[config.mk]
export PLATFORM = sky130hd
export DESIGN_NAME = dmg_oam_dma
export DESIGN_NICKNAME = d
export VERILOG_FILES = /design/src/rtl/dmg_soc_pkg.sv /design/src/rtl/dmg_oam_dma_ctr.sv /design/src/rtl/dmg_oam_dma.sv
export SDC_FILE = /design/constraint.sdc
export NUM_CORES = 1
export LEC_CHECK = 0
export ABC_AREA = 1
export CORE_AREA = 2 2 65 67
export CTS_CLUSTER_SIZE = 10
export DETAILED_ROUTE_END_ITERATION = 8
export DIE_AREA = 0 0 67 69
export GPL_TIMING_DRIVEN = 0
export PLACE_DENSITY = 0.78
export SYNTH_ARGS = -nofsm -noshare
export SYNTH_HDL_FRONTEND = slang
export SYNTH_SLANG_ARGS = --single-unit
[constraint.sdc]
create_clock -name clk -period 2.1 [get_ports clk]
set_clock_uncertainty 0.1 [all_clocks]
set_input_delay 0.42 -clock clk [delete_from_list [all_inputs] [get_ports clk]]
set_output_delay 0.42 -clock clk [all_outputs]
set_load 0.1 [all_outputs]
[src/rtl/dmg_soc_pkg.sv]
// Shared DMG SoC definitions: OAM DMA state encoding and fixed bus addresses.
package dmg_soc_pkg;

   typedef enum logic [1:0] {
      ST_IDLE  = 2'd0,
      ST_ARM   = 2'd1,
      ST_XFER  = 2'd2,
      ST_DRAIN = 2'd3
   } dma_state_t;

   localparam logic [15:0] DMA_REG_ADDR = 16'hFF46;
   localparam logic [15:0] OAM_BASE     = 16'hFE00;
   localparam int          DMA_LEN_DEF  = 160;

endpackage

[src/rtl/dmg_oam_dma_ctr.sv]
// 8-bit OAM DMA beat counter: load-to-zero, count-up enable, terminal-count flag.
module dmg_oam_dma_ctr
   import dmg_soc_pkg::*;
#(
   parameter logic [7:0] TC_VAL = 8'd159
) (
   input  logic       clk,
   input  logic       res,
   input  logic       load,
   input  logic       en,
   output logic [7:0] count,
   output logic       tc
);

   always_ff @(posedge clk or posedge res) begin
      if (res)       count <= 8'h00;
      else if (load) count <= 8'h00;
      else if (en)   count <= count + 8'd1;
   end

   assign tc = (count == TC_VAL);

endmodule

[src/rtl/dmg_oam_dma.sv]
// OAM DMA controller: copies DMA_LEN bytes from {page,8'h00} into OAM, one byte per M-cycle.
// Build option DMG_OAM_DMA_ECHO_EN maps source pages E0..FF onto the WRAM echo (page - 8'h20).
//   state    | meaning
//   ST_IDLE  | no copy in progress
//   ST_ARM   | start delay after FF46 write, bus not requested
//   ST_XFER  | requesting bus; each granted cycle reads one byte, writes the previous one
//   ST_DRAIN | final OAM write of the last captured byte
module dmg_oam_dma
   import dmg_soc_pkg::*;
#(
   parameter int DMA_LEN     = DMA_LEN_DEF,
   parameter int START_DELAY = 1
) (
   input  logic        clk,
   input  logic        res,
   input  logic        reg_we,
   input  logic [7:0]  reg_wdata,
   output logic [7:0]  reg_rdata,
   output logic        bus_req,
   input  logic        bus_gnt,
   output logic [15:0] src_addr,
   output logic        src_rd,
   input  logic [7:0]  src_data,
   output logic [7:0]  oam_addr,
   output logic        oam_wr,
   output logic [7:0]  oam_wdata,
   output logic        dma_active
);

   localparam logic [7:0] LAST_IDX = 8'(DMA_LEN - 1);
   localparam logic [1:0] DLY_LOAD = (START_DELAY > 0) ? 2'(START_DELAY - 1) : 2'd0;
   localparam dma_state_t START_ST = (START_DELAY > 0) ? ST_ARM : ST_XFER;

   dma_state_t state_q, state_d;
   logic [7:0] page_q;
   logic [7:0] data_q;
   logic [1:0] dly_q, dly_d;
   logic [7:0] idx;
   logic       tc;
   logic       idx_load, idx_en;
   logic       beat;
   logic [7:0] eff_page;

`ifdef DMG_OAM_DMA_ECHO_EN
   assign eff_page = (page_q >= 8'hE0) ? page_q - 8'h20 : page_q;
`else
   assign eff_page = page_q;
`endif

   dmg_oam_dma_ctr #(.TC_VAL(LAST_IDX)) u_ctr (
      .clk   (clk),
      .res   (res),
      .load  (idx_load),
      .en    (idx_en),
      .count (idx),
      .tc    (tc)
   );

   assign beat = (state_q == ST_XFER) && bus_gnt;

   always_comb begin
      state_d  = state_q;
      dly_d    = dly_q;
      idx_load = 1'b0;
      idx_en   = 1'b0;
      case (state_q)
         ST_ARM: begin
            if (dly_q == 2'd0) state_d = ST_XFER;
            else               dly_d   = dly_q - 2'd1;
         end
         ST_XFER: begin
            // The last beat is not counted so idx can never wrap past LAST_IDX.
            if (beat && tc) state_d = ST_DRAIN;
            idx_en = beat && !tc;
         end
         ST_DRAIN: state_d = ST_IDLE;
         default:  state_d = state_q;
      endcase
      if (reg_we) begin
         state_d  = START_ST;
         dly_d    = DLY_LOAD;
         idx_load = 1'b1;
         idx_en   = 1'b0;
      end
   end

   always_ff @(posedge clk or posedge res) begin
      if (res) begin
         state_q <= ST_IDLE;
         dly_q   <= 2'd0;
         page_q  <= 8'h00;
         data_q  <= 8'h00;
      end else begin
         state_q <= state_d;
         dly_q   <= dly_d;
         if (reg_we) page_q <= reg_wdata;
         if (beat)   data_q <= src_data;
      end
   end

   // A restart in the same cycle discards whatever OAM write was pending.
   assign oam_wr     = ((beat && (idx != 8'h00)) || (state_q == ST_DRAIN)) && !reg_we;
   assign oam_addr   = !oam_wr ? 8'h00 : (state_q == ST_DRAIN) ? LAST_IDX : idx - 8'd1;
   assign oam_wdata  = data_q;
   assign src_rd     = beat;
   assign src_addr   = {eff_page, idx};
   assign bus_req    = (state_q == ST_XFER);
   assign dma_active = (state_q != ST_IDLE);
   assign reg_rdata  = page_q;

endmodule

==> results <==
[Yosys cell counts]
cell type	count	area share [%]
sky130_fd_sc_hd__nand3_1	15	4.5
sky130_fd_sc_hd__nor3_1	2	0.60
sky130_fd_sc_hd__buf_4	8	3.6
sky130_fd_sc_hd__a21oi_1	3	0.91
sky130_fd_sc_hd__nor2_4	1	0.68
sky130_fd_sc_hd__inv_4	1	0.38
sky130_fd_sc_hd__nor2_8	3	3.6
sky130_fd_sc_hd__inv_1	21	4.8
sky130_fd_sc_hd__o21ai_0	5	1.5
sky130_fd_sc_hd__xor2_1	2	1.1
sky130_fd_sc_hd__buf_2	3	0.91
sky130_fd_sc_hd__o21ai_1	1	0.30
sky130_fd_sc_hd__nand3_2	1	0.60
sky130_fd_sc_hd__nand3b_1	1	0.45
sky130_fd_sc_hd__ha_1	4	3.0
sky130_fd_sc_hd__nor2_1	32	7.2
sky130_fd_sc_hd__nand2_1	90	20
sky130_fd_sc_hd__clkbuf_1	3	0.68
sky130_fd_sc_hd__nand4_1	3	1.1
sky130_fd_sc_hd__inv_2	1	0.23
sky130_fd_sc_hd__nand2_2	3	1.1
sky130_fd_sc_hd__dfrtp_1	28	42
[registers in the layout, indices dropped and copies added (netlist names)]
name / count
dly_q: 2
u_ctr.count: 8
reg_rdata: 8
oam_wdata: 8
state_q: 2
[where the power goes]
group	switching (uW)	internal [uW]
Combinational	666	183
Sequential	32.0	591
Clock	164	136
Total	862	910
[cell families after synthesis]
family	share of synthesized area [%]
compound gates	2.72
buf+inv	10.6
simple gates	40.4
xor+xnor	1.06
fa+ha+maj	3.02
flops	42.3
[what timing repair did]
action,CTS,global route
pin swaps,9,5
setup endpoints to repair,44,17
gates resized for setup,160,16
setup buffers,11,3
[critical path, stage by stage, from the launching register on]
cell	delay, ps
sky130_fd_sc_hd__dfrtp_4	500
sky130_fd_sc_hd__buf_6	140
sky130_fd_sc_hd__nor2_4	100
sky130_fd_sc_hd__nand2_4	70
sky130_fd_sc_hd__o21ai_2	130
sky130_fd_sc_hd__nand2_2	80
sky130_fd_sc_hd__nand2_4	130
sky130_fd_sc_hd__buf_12	140
sky130_fd_sc_hd__nor2_4	50
sky130_fd_sc_hd__buf_12	160
[metal layers]
metal	GRT usage (%)	vias to the layer above	routed length, microns	part of all wire [%]
met5	0	-	0	0
li1	-	858	-	-
met1	25.1	780	1790	42
met3	3.75	5	284	6.6
met4	3.63	0	44	1.0
met2	34.3	63	2150	50
[stage by stage]
stage	total power, uW	hold WS, ps	instances	setup slack (ps)
after floorplan	1290	358	231	-237
after global placement	1490	354	344	-1250
after detailed placement	1500	357	344	-1260
after CTS	1780	376	359	-198
after global routing	1850	403	362	-274
final	1770	369	362	-200
[path summary, 6_finish.rpt]
check                           slack (ps)  depth (start not counted)                    endpoint
worst max-delay path                  -200                          9                 oam_addr[2]
worst max register to register         370                          8  u_ctr.count[3]$_DFFE_PP0P_
worst min-delay path                   370                          2    oam_wdata[2]$_DFFE_PP0P_
max in group asynchronous              530                          2  u_ctr.count[4]$_DFFE_PP0P_
worst min register to register         370                          2    oam_wdata[2]$_DFFE_PP0P_
min in group asynchronous              610                          2      state_q[0]$_DFFE_PP0P_
[final cells by class]
cell class	count	share of cell area, %
plain buffers	14	3.80
repair buffers	77	29.1
well taps	50	2.26
inverters	23	3.62
multi-input cells	166	33.5
flip-flops and latches	28	26.1
clock buffers	4	1.63
==> reports/qor.json <==
{
  "hpwlAfterDp_mm": 3.02,
  "min-delay-path-class": "register to register",
  "tritoncts_num_sinks": 28,
  "slew_headroom_pct": 29.1,
  "final_cell_area_sq_um": 2770,
  "chipWidth_microns": 67,
  "detail-route-antenna-nets": 0,
  "mostFrequentLayoutCell": "sky130_fd_sc_hd__nand2_1",
  "drv_cap": 0,
  "vias_per_cell": 4.71,
  "postLayoutCoreUtil_pct": 70.7,
  "start_util_pct": 42.4,
  "post-route-worst-setup-slack_ps": -200,
  "place_area_sq_um": 2490,
  "critical_path_arrival_ps": 1780,
  "timing.final.crit_share_pct": 110,
  "period_needed_ps": 2300,
  "design.portCount": 64,
  "cts_made_buffers": 3,
  "finalSetupViolCount": 9,
  "synth_area_sq_um": 1660,
  "slew_viol_final": 0,
  "avgSynthCellArea_sq_um": 7.18,
  "cellLeakagePower_uw": 0.00140,
  "clk_pin_slew_ps": 90,
  "route.detailed.drc": 0,
  "fp.coreArea_sq_um": 3910,
  "cp-end-kind": "output pin",
  "ctsRootBufferMaster": "sky130_fd_sc_hd__clkbuf_8",
  "transition_time_of_the_tightest_slew_check_pin_ps": 1060,
  "regArea_sq_um": 723,
  "worst_ep_required_time_ps": 1580,
  "antenna_found_initial": 0,
  "global_route.overflow_total": 0,
  "routed-via-count": 1706,
  "grt_util_all_layers_pct": 19.7,
  "synth-warning-count": 0,
  "critical_path_class": "register to output pin",
  "synth-seq-area-share_pct": 42.3,
  "nets": 337,
  "layout-area-overhead-vs-synth_pct": 66.9,
  "drt_iter0_markers": 55,
  "rsz0062_at_grt": "true",
  "status": "finished, violations left",
  "worstSkewPairLatency_ps": 270,
  "timing.fmax_mhz": 435,
  "failed_checks": "setup timing",
  "cts.path.max_buffers": 2,
  "die_h_microns": 69,
  "cts_tree": "done",
  "numPortBuffers": 63,
  "worst_hold_startpoint": "oam_wdata[2]$_DFFE_PP0P_",
  "power_density_nw_per_um2": 640,
  "route.detailed.wl_per_inst_microns": 11.8,
  "core.rowCount": 23,
  "multi_input_area_sq_um": 926,
  "n_antenna_cell": 0,
  "hold_violations": 0,
  "netlist-cell-type-count": 22,
  "critical_path_peak_fanout": 6,
  "n_fill_cell": 336,
  "largest_net_degree_at_the_start_of_global_routing": 29,
  "post_route_cells_drive_above_1_share_pct": 31.7,
  "yosys_register_bits": 28,
  "synth_nets": 255,
  "first_pass_grt_wire_length_mm": 7.27,
  "htree_num_levels": 1,
  "number_of_global_route_vias_before_repair": 1661,
  "final.setup.tns_ps": -1610,
  "netlist_instances": 231,
  "startpoint": "u_ctr.count[3]$_DFFE_PP0P_",
  "critical_path.reg2reg.startpoint": "u_ctr.count[0]$_DFFE_PP0P_",
  "start_kind": "register",
  "final_cell_mix": "sky130_fd_sc_hd__nand2_1 (87), sky130_fd_sc_hd__nor2_1 (20), sky130_fd_sc_hd__buf_4 (20), sky130_fd_sc_hd__dfrtp_1 (20), sky130_fd_sc_hd__clkdlybuf4s50_1 (18)",
  "cts.hold.buffers_added": 0,
  "dieArea_sq_um": 4620,
  "vdd_ir_drop_max_v": 0.000492,
  "postRouteWirelength_mm": 4.27,
  "gp_congestion": 0.855,
  "drt-pass1-iter-count": 4
}
(Power assumes the default switching activity.)
